## config.mk

```make
export PLATFORM = sky130hd
export DESIGN_NAME = enc_period_meas_flat
export DESIGN_NICKNAME = d
export VERILOG_FILES = /design/src/rtl/enc_period_meas_pkg.sv /design/src/rtl/enc_period_meas_if.sv /design/src/rtl/enc_sync2.sv /design/src/rtl/enc_period_meas.sv /design/src/flat_wrapper.sv
export SDC_FILE = /design/constraint.sdc
export NUM_CORES = 1
export LEC_CHECK = 0
export ABC_AREA = 1
export CORE_AREA = 2 2 156 97
export CTS_BUF_LIST = sky130_fd_sc_hd__clkbuf_4
export DETAILED_ROUTE_END_ITERATION = 7
export DIE_AREA = 0 0 158 99
export SYNTH_ARGS = -nofsm -noshare
export SYNTH_HDL_FRONTEND = slang
export SYNTH_SLANG_ARGS = --single-unit
```

## constraint.sdc

```tcl
create_clock -name clk -period 6.3 [get_ports clk]
set_input_delay 0.945 -clock clk [delete_from_list [all_inputs] [get_ports clk]]
set_output_delay 0.945 -clock clk [all_outputs]
set_load 0.005 [all_outputs]
```

## src/rtl/enc_period_meas_pkg.sv

```systemverilog
// Shared constants for the encoder period measurement block.
package enc_period_meas_pkg;

  localparam int PERIOD_W = 26;

  // Freeze value; identical to the velocity controller's freeze_perd.
  localparam logic [PERIOD_W-1:0] PERIOD_MAX = 26'h3FFFFFF;

  typedef enum logic [1:0] {
    ST_IDLE = 2'd0,
    ST_PUB  = 2'd1,
    ST_GAP  = 2'd2
  } pub_state_t;

endpackage

```

## src/rtl/enc_period_meas_if.sv

```systemverilog
// Encoder inputs and published {period, direction} results.
interface enc_period_meas_if;
  import enc_period_meas_pkg::*;

  logic                enable;
  logic                enc_a;
  logic                enc_b;
  logic [PERIOD_W-1:0] enc_period;
  logic                enc_dir;
  logic                enc_val_ready;
  logic                meas_overrun;

  // Side that drives the encoder inputs and consumes the results.
  modport master (
    output enable, enc_a, enc_b,
    input  enc_period, enc_dir, enc_val_ready, meas_overrun
  );

  // The measurement block itself.
  modport slave (
    input  enable, enc_a, enc_b,
    output enc_period, enc_dir, enc_val_ready, meas_overrun
  );

endinterface

```

## src/rtl/enc_sync2.sv

```systemverilog
// Two-flop synchronizer with a delayed copy for level-change detection.
module enc_sync2 (
  input  logic clk,
  input  logic reset,
  input  logic din,
  output logic sync,
  output logic edge_det
);

  logic meta;
  logic prev;

  // Resynchronize the raw input and keep the previous synchronized level.
  always_ff @(posedge clk) begin
    if (!reset) begin
      meta <= 1'b0;
      sync <= 1'b0;
      prev <= 1'b0;
    end else begin
      meta <= din;
      sync <= meta;
      prev <= sync;
    end
  end

  assign edge_det = (sync != prev);

endmodule

```

## src/rtl/enc_period_meas.sv

```systemverilog
// Encoder A-channel period and direction measurement with held-strobe publish.
//
// state   | meaning
// IDLE    | waiting for a new or pending sample to publish
// PUB     | enc_val_ready high, outputs frozen
// GAP     | enc_val_ready low, minimum spacing before the next publish
module enc_period_meas #(
  parameter int unsigned CLK_DIV   = 1,
  parameter logic [enc_period_meas_pkg::PERIOD_W-1:0] PERIOD_MAX =
    enc_period_meas_pkg::PERIOD_MAX,
  parameter int unsigned READY_LEN = 4,
  parameter int unsigned GAP_LEN   = 2
) (
  input logic               clk,
  input logic               reset,
  enc_period_meas_if.slave  bus
);
  import enc_period_meas_pkg::*;

  logic                a_sync, a_edge;
  logic                b_sync, b_edge;
  logic [7:0]          pre_cnt;
  logic                tick;
  logic [PERIOD_W-1:0] cnt, cnt_inc;
  logic                first_edge;
  logic                dir_prev;
  logic                edge_dir;
  logic                samp_vld;
  logic [PERIOD_W-1:0] samp_period;
  logic                samp_dir;
  logic                pend_vld;
  logic [PERIOD_W-1:0] pend_period;
  logic                pend_dir;
  pub_state_t          state;
  logic [7:0]          timer;

  enc_sync2 u_sync_a (.clk(clk), .reset(reset), .din(bus.enc_a), .sync(a_sync), .edge_det(a_edge));
  enc_sync2 u_sync_b (.clk(clk), .reset(reset), .din(bus.enc_b), .sync(b_sync), .edge_det(b_edge));

  assign tick     = (pre_cnt == 8'(CLK_DIV - 1));
  assign edge_dir = a_sync ^ b_sync;
  // The sample includes the tick of the edge cycle itself, so N cycles
  // between edges reads as N ticks.
  assign cnt_inc  = (tick && cnt != PERIOD_MAX) ? cnt + 1'b1 : cnt;

  // Form this cycle's sample: an edge measurement, or a one-shot stall report.
  always_comb begin
    samp_vld    = 1'b0;
    samp_period = PERIOD_MAX;
    samp_dir    = dir_prev;
    if (bus.enable && a_edge) begin
      samp_vld = 1'b1;
      samp_dir = edge_dir;
      if (!first_edge && edge_dir == dir_prev)
        samp_period = cnt_inc;
    end else if (bus.enable && cnt != PERIOD_MAX && cnt_inc == PERIOD_MAX) begin
      samp_vld = 1'b1;
    end
  end

  // Prescaler, saturating period counter and edge history.
  always_ff @(posedge clk) begin
    if (!reset) begin
      pre_cnt    <= '0;
      cnt        <= '0;
      first_edge <= 1'b1;
      dir_prev   <= 1'b0;
    end else if (!bus.enable) begin
      pre_cnt    <= '0;
      cnt        <= '0;
      first_edge <= 1'b1;
    end else if (a_edge) begin
      pre_cnt    <= '0;
      cnt        <= '0;
      first_edge <= 1'b0;
      dir_prev   <= edge_dir;
    end else begin
      pre_cnt <= tick ? 8'd0 : pre_cnt + 8'd1;
      cnt     <= cnt_inc;
    end
  end

  // Publish FSM with one-deep latest-wins pending buffer.
  always_ff @(posedge clk) begin
    if (!reset) begin
      state             <= ST_IDLE;
      timer             <= '0;
      bus.enc_period    <= PERIOD_MAX;
      bus.enc_dir       <= 1'b0;
      bus.enc_val_ready <= 1'b0;
      bus.meas_overrun  <= 1'b0;
      pend_vld          <= 1'b0;
      pend_period       <= PERIOD_MAX;
      pend_dir          <= 1'b0;
    end else begin
      case (state)
        ST_IDLE: begin
          if (samp_vld || (pend_vld && bus.enable)) begin
            bus.enc_period    <= samp_vld ? samp_period : pend_period;
            bus.enc_dir       <= samp_vld ? samp_dir : pend_dir;
            bus.enc_val_ready <= 1'b1;
            timer             <= 8'(READY_LEN - 1);
            state             <= ST_PUB;
            pend_vld          <= 1'b0;
            if (samp_vld && pend_vld)
              bus.meas_overrun <= 1'b1;
          end
        end
        ST_PUB: begin
          if (timer == 8'd0) begin
            bus.enc_val_ready <= 1'b0;
            timer             <= 8'(GAP_LEN - 1);
            state             <= ST_GAP;
          end else begin
            timer <= timer - 8'd1;
          end
        end
        ST_GAP: begin
          if (timer == 8'd0)
            state <= ST_IDLE;
          else
            timer <= timer - 8'd1;
        end
        default: state <= ST_IDLE;
      endcase

      if (state != ST_IDLE && samp_vld) begin
        pend_vld    <= 1'b1;
        pend_period <= samp_period;
        pend_dir    <= samp_dir;
        if (pend_vld)
          bus.meas_overrun <= 1'b1;
      end

      if (!bus.enable) begin
        pend_vld         <= 1'b0;
        bus.meas_overrun <= 1'b0;
      end
    end
  end

endmodule

```

## src/flat_wrapper.sv

```systemverilog
// flat-port wrapper written by rule: the top's interface ports become plain ports
module enc_period_meas_flat import enc_period_meas_pkg::*;
#(
  parameter int unsigned CLK_DIV   = 1,
  parameter logic [enc_period_meas_pkg::PERIOD_W-1:0] PERIOD_MAX =
    enc_period_meas_pkg::PERIOD_MAX,
  parameter int unsigned READY_LEN = 4,
  parameter int unsigned GAP_LEN   = 2
)
  (clk, reset, bus_enable, bus_enc_a, bus_enc_b, bus_enc_period, bus_enc_dir, bus_enc_val_ready, bus_meas_overrun);
  enc_period_meas_if bus_i ();
  input logic clk;
  input logic reset;
  input wire logic [$bits(bus_i.enable)-1:0] bus_enable;
  input wire logic [$bits(bus_i.enc_a)-1:0] bus_enc_a;
  input wire logic [$bits(bus_i.enc_b)-1:0] bus_enc_b;
  output wire logic [$bits(bus_i.enc_period)-1:0] bus_enc_period;
  output wire logic [$bits(bus_i.enc_dir)-1:0] bus_enc_dir;
  output wire logic [$bits(bus_i.enc_val_ready)-1:0] bus_enc_val_ready;
  output wire logic [$bits(bus_i.meas_overrun)-1:0] bus_meas_overrun;
  assign bus_i.enable = bus_enable;
  assign bus_i.enc_a = bus_enc_a;
  assign bus_i.enc_b = bus_enc_b;
  assign bus_enc_period = bus_i.enc_period;
  assign bus_enc_dir = bus_i.enc_dir;
  assign bus_enc_val_ready = bus_i.enc_val_ready;
  assign bus_meas_overrun = bus_i.meas_overrun;
  enc_period_meas #(.CLK_DIV(CLK_DIV), .PERIOD_MAX(PERIOD_MAX), .READY_LEN(READY_LEN), .GAP_LEN(GAP_LEN)) u_core (.clk(clk), .reset(reset), .bus(bus_i));
endmodule
```

## Word level (Yosys, flattened, before mapping)

Index checks and enable logic that the tools add are counted.

- Reductions and logical operators: 27
- Muxes and demuxes: 27
- Eq/ne operators: 10
- $add $sub $neg: 3
- Bitwise operators: 3

Operators by type and width:

| operator | number |
|---|---|
| $mux 26 | 4 |
| $add 26x1->26 const B | 1 |
| $eq 26x26->1 const B | 1 |
| $ne 26x26->1 const B | 1 |
| $mux 8 | 3 |
| $pmux 8 s3 | 1 |
| $logic_not 8->1 | 2 |
| $mux 1 | 14 |
| $reduce_and 3->1 | 3 |
| $add 8x1->8 const B | 1 |
| $logic_and 1x1->1 | 8 |
| $reduce_and 2->1 | 4 |
| $reduce_bool 2->1 | 4 |
| $sub 8x1->8 const B | 1 |
| $mux 2 | 3 |
| $ne 2x1->1 const B | 3 |
| $pmux 2 s3 | 1 |
| $reduce_or 4->1 | 1 |
| $reduce_bool 3->1 | 1 |
| $reduce_or 3->1 | 1 |
| $eq 2x1->1 const B | 1 |
| $eq 2x2->1 const B | 1 |
| $logic_not 2->1 | 1 |
| $ne 2x2->1 const B | 1 |
| other kinds (7) | 8 |

- Word-level logic and storage cells: 88
- Output and inout port bits: 29
- Flip-flop bits (word level): 108
- Input port bits: 5

## Depth between registers and ports, before layout

- Word-level depth: 13
- Depth in mapped cells: 22
- Depth with buffers taken out: 20

## Cells and area by module

Synthesis repeated with hierarchy kept, for this count alone.

- Cell total of the unflattened synthesis: 866
- Area, all modules: 5637.9 µm²

Modules (own cells, without submodules):

| module | area each (µm²) | cells an instance | instances | sequential area each (µm²) |
|---|---|---|---|---|
| enc_period_meas | 5435.2 | 838 | 1 | 2062.0 |
| enc_sync2 | 101.3 | 14 | 2 | 60.1 |

## Worst setup path before layout

OpenSTA, ideal clock, no wires.

- Path type: flip-flop to flip-flop
- Start point: register u_core.cnt[0]
- End point: register u_core.pend_period[10]
- Period minus slack after synthesis: 2.584 ns
- Data arrival time: 2.450 ns
- Cell stages (with the launch flop): 22
- Buffers on the path: 3
- Data required time: 6.166 ns
- Setup time: 0.134 ns
- Path slack: 3.716 ns
- Path through: dfxtp_1 ha_1 inv_2 nor2_4 nand2_2 nor2_8 nand2_4 nand2_4 buf_6 nand2_1 nand2_1 nand2_1 nor2_1 nand3_1 nor2_1 nand2_1 nand2_2 buf_6 nand2_4 buf_6 nand2_1 nand3_1

- Word-level cells in the longest chain between the ends: 8
- Elaborated cells between the ends (all ways): 12
- Classes of those cells: add/sub: 1; eq/ne: 2; mux: 5; reduce/logical: 4

RTL lines:

| what | line | text |
|---|---|---|
| start, declared | enc_period_meas.sv:24 | `logic [PERIOD_W-1:0] cnt, cnt_inc;` |
| start signal, assigned | enc_period_meas.sv:79 | `cnt <= cnt_inc;` |
| parallel branches: the longest is 8 deep, another holds $add 26x1->26 | -- |  |
| end signal, assigned | enc_period_meas.sv:129 | `pend_period <= samp_period;` |
| end, declared | enc_period_meas.sv:32 | `logic [PERIOD_W-1:0] pend_period;` |

Several ways; the timed one is not identified.
A chain may end at the register's enable or synchronous reset.

## Worst setup path in the final report

- Start point: register u_core.pre_cnt[0]
- End point: register u_core.bus.enc_period[0]

- Word-level cells in the longest chain between the ends: 9
- Elaborated cells between the ends (all ways): 12
- Classes of those cells: eq/ne: 1; mux: 6; reduce/logical: 5

RTL lines:

| what | line | text |
|---|---|---|
| start, declared | enc_period_meas.sv:22 | `logic [7:0] pre_cnt;` |
| start signal, assigned | enc_period_meas.sv:78 | `pre_cnt <= tick ? 8'd0 : pre_cnt + 8'd1;` |
| $logic_not 8->1 * | enc_period_meas.sv:40 | `assign tick = (pre_cnt == 8'(CLK_DIV - 1));` |
| $logic_and 1x1->1 * | enc_period_meas.sv:44 | `assign cnt_inc = (tick && cnt != PERIOD_MAX) ? cnt + 1'b1 : cnt;` |
| $mux 26 * | enc_period_meas.sv:44 |  |
| $eq 26x26->1 | enc_period_meas.sv:56 | `end else if (bus.enable && cnt != PERIOD_MAX && cnt_inc == PERIOD_MAX) begin` |
| $logic_and 1x1->1 | enc_period_meas.sv:56 |  |
| $mux 1 | enc_period_meas.sv:56 |  |
| $mux 1 | enc_period_meas.sv:51 | `if (bus.enable && a_edge) begin` |
| $logic_or 1x1->1 | enc_period_meas.sv:98 | `if (samp_vld \|\| (pend_vld && bus.enable)) begin` |
| $reduce_and 2->1 (no line) | -- |  |
| end signal, assigned | enc_period_meas.sv:99 | `bus.enc_period <= samp_vld ? samp_period : pend_period;` |
| end, declared | enc_period_meas_if.sv:22 | `output enc_period, enc_dir, enc_val_ready, meas_overrun` |

Every way passes the cells marked *; elsewhere a longest branch is shown, timed or not.

==> impl_results.md <==
* Antenna Cells at 0
* Max-slew violation count at 0
* Worst R2R Path Depth at 18
* Skew-Pair Late Insertion Delay at about 0.47 ns
* Adder-cell share of the synthesized area at 0.0203
* Fin area at around 6100 um2
* # hold bufs at CTS at 0
* Final setup violating endpoints at 0
* Die Ht at ~99 um
* Initial DRC count at a little over 400
* Routed Antenna Nets at 0
* Crit path required time at 6.71 ns
* Most Frequent Cell on Critical Path: nand2_1
* DR pass1 iterations at 5
* Clk buf depth at 2
* I/O Pins at 34
* Largest net degree at the start of global routing at 70
* Yosys warnings at 0
* # nets final at between 800 and 900
* Worst R2R End: u_core.bus.enc_period[0]
* CTS tree: yes
* Vias after detailed routing at 5060
* Met2 global-route usage at 0.252
* Avg Inst Size Synth at approximately 6.6 um2
* GRT met1 Usage at 0.300
* Skew final at a little under 0.02 ns
* First-pass GRT wire length at ~23 mm
* Placer Congestion at slightly below 0.9
* CP Cell Sequence: inv_1 -> ha_1 -> nand2_1 -> nor2_2 -> nand3_1 -> nor2_1 -> nand2_1 -> nand2_1 -> nand2_1 -> nor2_1 -> nand3_1 -> nor2_1 -> nand2_1 -> nand2_2 -> o21ai_2 -> inv_2 -> nand2_1 -> nand3_1
* Cts repair resizes at 0
* Fmax at 241 MHz
* RSZ-0062 raised after global routing: no
* Critical Path Start Type: register
* DIE WIDTH at 158 um
* Compound-Gate Fraction of Synth Area at 0.0608
* Max IR drop VDD at between 0.1 and 0.15 mV
* Port bufs at 33
* Combinational Power Share at 0.263
* Mux share of post-synthesis cell area at 0
* Hold Crit Depth at 2
* Wire per inst at 13.0 um
* Global route hottest layer: met1
* CTS Buf Count at 9
* Clk root buf: clkbuf_4
* Cell internal pwr at 1.07 mW
* Placement Rows at 34
* Post CTS Setup Buffer Count at 0
* Layout cell share with drive strength beyond 1 at 0.0489
* CP max stage cell: nand2_2
* Drt via density at between 4 and 5
* Antenna violations before repair at 0
* Power density over the cells at between 200 and 300 nW/um2
* Sequential Power Share at 0.479
* Setup slack, reg-to-reg at between 2 and 2.5 ns
* Maxcap violations at 0
* Vias in the first global route at between 4000 and 5000
* Synth Area in Simple Gates at 0.410
* CTS sink cnt at about 110
* Cells after Synth at 837
* Grt met3 use at 0.0444
* Total track usage at 0.188
* Syn_nets at around 850
* Syn-to-layout area delta at 10.5%
* CP endpoint kind: register
* Worst Hold Path EP: u_core.u_sync_b.sync
* Slew @ Worst Pin at 1.03 ns
* Worst-path fanout max at 57
* Core ar. at about 14000 um2
* Register bit total from synthesis at between 100 and 150
* Tcrit/Tclk final at 0.658
* Hold Path Origin: u_core.u_sync_b.meta
* Switch share at 0.343
* Unique masters post-synth at 29
* Fin crit period at ~4.1 ns
* Kind of critical path: register to register
* R2R Path Start: u_core.pre_cnt[0]
* HPWL after detailed placement at 9.66 mm
* LEAKAGE at about 2.7 nW
* Clock power frac at 0.258
* Run status: completed
* Initial cell density of the core at 0.391
* Clk pin slew, worst setup/hold paths at about 0.19 ns
* Worst hold path type: register to register
* NetSw at 0.560 mW
* Final hold violations at 0
* Max incr delay on CP at roughly 0.77 ns
* Setup TNS at 0 ns
* Post-synthesis cell area at ~5600 um2
* GR Overflow Total at 0
* Seq/Total Area, Yosys at 0.389
* Largest family of logic cells by synthesized area: simple AND/OR/NAND/NOR gates
* H-tree levels at 3
* Routed WL at 13.7 mm
* Die Area at approximately 16000 um2
* Slew headroom at 0.310
* Synthesized-area fraction occupied by xor and xnor cells at 0.0268
* Crit path DAT at between 4 and 5 ns
* Post-route DRC at 0
* Area after DPL at about 6000 um2
-- power by group through the flow --
stage	clock, mW	sequential [mW]	combinational, mW
final	0.421	0.782	0.429
after CTS	0.432	0.783	0.429
after floorplan	0	0.790	0.322
after global routing	0.463	0.792	0.499
after global placement	0	0.798	0.425
after detailed placement	0	0.797	0.426
-- synth_stat cells --
cell	number	area share
a21oi_1	12	0.011
a31oi_1	1	0.0011
buf_2	5	0.0045
buf_4	4	0.0054
buf_6	8	0.016
clkbuf_1	14	0.0095
clkinv_1	1	0.00067
dfxtp_1	108	0.39
ha_1	9	0.020
inv_1	79	0.053
inv_2	6	0.0041
nand2_1	270	0.18
nand2_2	4	0.0045
nand2_4	3	0.0061
nand3_1	129	0.12
nand3_4	1	0.0032
nand4_1	11	0.012
nor2_1	103	0.070
nor2_2	3	0.0034
nor2_4	1	0.0020
nor2_8	1	0.0036
nor3_1	6	0.0054
nor3b_1	1	0.0014
o21a_1	26	0.035
o21ai_0	12	0.011
o21ai_2	1	0.0016
o31ai_1	1	0.0014
xnor2_1	10	0.016
xor2_1	7	0.011
-- through the flow --
step	power (mW)	instances	worst slack [ns]	utilization	hold WS, ns
final	1.63	1057	2.16	0.432	0.460
after global routing	1.75	1057	1.70	0.432	0.504
after CTS	1.64	1057	2.22	0.432	0.463
after detailed placement	1.22	1041	2.29	0.420	0.408
after global placement	1.22	1041	2.29	0.420	0.406
after floorplan	1.11	837	3.72	-	0.390
-- registers in the layout, indices dropped and copies added (netlist names), 2 cells and up, named ones only --
signal,count
u_core.cnt,26
u_core.timer,8
u_core.pre_cnt,8
u_core.state,2
u_core.pend_period,26
u_core.bus.enc_period,26
-- cell usage in the layout, fill, tap and decap left out, types with 2 or more instances in the layout --
cell | Yosys | routed
nand2_4 | 3 | 3
clkbuf_4 | 0 | 9
clkdlybuf4s50_1 | 0 | 32
o21a_1 | 26 | 26
nor2_2 | 3 | 3
nand2_1 | 270 | 270
nor2_1 | 103 | 103
xnor2_1 | 10 | 10
a21oi_1 | 12 | 12
nand4_1 | 11 | 11
nand2_2 | 4 | 4
nor3_1 | 6 | 5
clkinvlp_4 | 0 | 2
o21ai_0 | 12 | 12
inv_2 | 6 | 6
inv_1 | 79 | 79
ha_1 | 9 | 9
dfxtp_1 | 108 | 108
inv_8 | 0 | 2
xor2_1 | 7 | 7
bufinv_16 | 0 | 2
nand3_1 | 129 | 129
buf_4 | 4 | 4
-- logic make-up (layout without fill, tap and decap cells) --
group | count (synthesis) | after routing
compound gates | 53 | 53
xor+xnor | 17 | 17
fa+ha+maj | 9 | 9
buf+inv | 117 | 139
flops | 108 | 108
simple gates | 533 | 533
-- layout make-up --
| class | instances | area [um2] |
|---|---|---|
| Timing Repair Buffer | 37 | 355 |
| Clock buffer | 9 | 67.6 |
| Clock inverter | 7 | 106 |
| Multi-Input combinational cell | 612 | 2880 |
| Inverter | 86 | 323 |
| Fill cell | 1550 | 8060 |
| Tap cell | 198 | 248 |
| Sequential cell | 108 | 2160 |
-- routing by layer --
layer / vias to the layer above / share of wire
met1: 2255 / 0.56
met5: - / 0
li1: 2674 / -
met4: 0 / 0.0077
met3: 8 / 0.054
met2: 123 / 0.38
-- worst max path at each step --
stage	from	endpoint	slack (ns)	depth (start not counted)
floorplan	u_core.cnt[0]	u_core.pend_period[10]	3.72	21
global placement	u_core.pre_cnt[0]	u_core.bus.enc_period[0]	2.29	18
detailed placement	u_core.pre_cnt[0]	u_core.bus.enc_period[14]	2.29	18
CTS	u_core.pre_cnt[0]	u_core.pend_dir	2.22	16
global route	u_core.pre_cnt[0]	u_core.pend_dir	1.70	16
finish	u_core.pre_cnt[0]	u_core.bus.enc_period[0]	2.16	18
-- worst max-delay path, delay by kind of cell, from the launching register on --
kind	cells	cell delay [ns]
DFF	1	0.39
and+or+nand+nor	14	2.94
buffers and inverters	2	0.49
adders and majority gates	1	0.13
AOI/OAI and AO/OA	1	0.11
Note: power is estimated with default switching activity, not from simulation.
==> variant, RTL diff (same flow settings) <==
Make the reset (`reset`) asynchronous in 3 clocked blocks.
--- a/src/rtl/enc_sync2.sv
+++ b/src/rtl/enc_sync2.sv
@@ -11,7 +11,7 @@
   logic prev;
 
   // Resynchronize the raw input and keep the previous synchronized level.
-  always_ff @(posedge clk) begin
+  always_ff @(posedge clk or negedge reset) begin
     if (!reset) begin
       meta <= 1'b0;
       sync <= 1'b0;
--- a/src/rtl/enc_period_meas.sv
+++ b/src/rtl/enc_period_meas.sv
@@ -59,7 +59,7 @@
   end
 
   // Prescaler, saturating period counter and edge history.
-  always_ff @(posedge clk) begin
+  always_ff @(posedge clk or negedge reset) begin
     if (!reset) begin
       pre_cnt    <= '0;
       cnt        <= '0;
@@ -81,7 +81,7 @@
   end
 
   // Publish FSM with one-deep latest-wins pending buffer.
-  always_ff @(posedge clk) begin
+  always_ff @(posedge clk or negedge reset) begin
     if (!reset) begin
       state             <= ST_IDLE;
       timer             <= '0;
Check against the original RTL: differs if reset is asserted again (counterexample within 4 cycles, from zero or initial values and one cycle with reset low); with reset held inactive, the same outputs for 10 cycles.
==> variant against the original RTL <==
Via count up 5.7%; largest cell class unchanged; global-route usage up 1.9 points; cell area up 10%; sequential cell count unchanged; worst setup slack worse by 0.30 ns; synthesized cell count up 5.6%; largest power group unchanged; power up 45%; critical path depth unchanged; area after synthesis up 11%; routed wire length up 11%.
==> variant: results (changes against the original RTL) <==
<table>
<tr><th>Metric</th><th>Value</th></tr>
<tr><th colspan="2">Setup path</th></tr>
<tr><td>CP peak stage delay</td><td>0.71 ns (-0.06 ns)</td></tr>
<tr><td>Critical path endpoint</td><td>u_core.pend_period[9]$_DFFE_PN1P_</td></tr>
<tr><th colspan="2">Cells and area</th></tr>
<tr><td>Post-layout nets</td><td>919 (+5.9%)</td></tr>
<tr><td>Area of the multi-input gates</td><td>0.00292 mm² (+1.3%)</td></tr>
<tr><td>Multi-input comb cells</td><td>660 (+7.8%)</td></tr>
<tr><td>Share of final-layout standard cells stronger than drive strength 1</td><td>10.9% (+6.0 points)</td></tr>
<tr><td>Filler cell count</td><td>1484 (-4.3%)</td></tr>
<tr><td>Non-clock inverter count in the final layout</td><td>89 (+3.5%)</td></tr>
<tr><th colspan="2">Timing</th></tr>
<tr><td>Worst Hold Margin</td><td>0.368 ns (-0.0923 ns)</td></tr>
<tr><td>Maximum clock skew at final layout</td><td>0.0231 ns (+0.00353 ns)</td></tr>
<tr><td>Headroom to the max-slew limit</td><td>41.9% (+11 points)</td></tr>
<tr><td>PnR worst setup slack</td><td>1.85 ns (-0.301 ns)</td></tr>
<tr><th colspan="2">Placement</th></tr>
<tr><td>Dpl hpwl</td><td>11.1 mm (+15%)</td></tr>
<tr><th colspan="2">Global route</th></tr>
<tr><td>Largest net degree at the start of global routing</td><td>71 (+1.4%)</td></tr>
<tr><td>First-pass GRT wire length</td><td>25.5 mm (+8.8%)</td></tr>
<tr><td>Number of global-route vias before repair</td><td>4851 (+5.1%)</td></tr>
<tr><th colspan="2">Pwr</th></tr>
<tr><td>Power Internal</td><td>1.51 mW (+41%)</td></tr>
<tr><th colspan="2">Routing</th></tr>
<tr><td>Met1 wire length</td><td>8.51 mm (+10%)</td></tr>
<tr><td>Number of design-rule violations left by the first detailed-router iteration</td><td>467 (+13%)</td></tr>
<tr><td>Mean number of vias per cell</td><td>4.83 (+0.81%)</td></tr>
<tr><td>Average wire length per cell after detail routing</td><td>13.7 µm (+5.6%)</td></tr>
<tr><th colspan="2">Hold path</th></tr>
<tr><td>Hold_sp</td><td>u_core.u_sync_b.meta$_DFF_PN0_</td></tr>
<tr><th colspan="2">Run status</th></tr>
<tr><td>Status</td><td>completed</td></tr>
<tr><th colspan="2">Synth</th></tr>
<tr><td>Total nets after synthesis</td><td>898 (+5.5%)</td></tr>
<tr><td>Sequential fraction of the synthesis area</td><td>44.9% (+6.0 points)</td></tr>
<tr><td>Most numerous cell types in the synthesized netlist</td><td>367 x sky130_fd_sc_hd__nand2_1, 112 x sky130_fd_sc_hd__nor2_1, 86 x sky130_fd_sc_hd__nand3_1</td></tr>
<tr><td>Share of flip-flops with an asynchronous set or reset</td><td>100% (+100 points)</td></tr>
</table>
-- variant: power by group through the flow --
stage	Sequential, mW	Clock [mW]	Combinational [mW]
floorplan	1.13	0	0.536
global placement	1.15	0	0.838
detailed placement	1.15	0	0.842
CTS	1.14	0.393	0.844
global route	1.17	0.414	0.971
finish	1.14	0.380	0.837
-- variant: kinds of logic after synthesis --
family                   count (synthesis)  share of synthesized area, %
AO/OA/AOI/OAI                           29                          2.51
XOR/XNOR                                11                          1.56
adder cells (fa/ha/maj)                  9                          1.83
buffers and inverters                  116                          7.79
flip-flops                             108                          44.9
AND/OR/NAND/NOR                        611                          41.4
-- variant: layer usage --
layer | up-vias | track usage, %
met4 | 0 | 3.53
li1 | 2766 | -
met5 | - | 0
met1 | 2446 | 34.4
met3 | 15 | 4.09
met2 | 120 | 27.4
-- variant: through the flow --
step           cells  area (µm²)
2_1_floorplan    884        6170
3_3_place_gp    1092        6630
3_5_place_dp    1092        6630
4_1_cts         1108        6770
5_1_grt         1108        6770
6_report        1108        6770
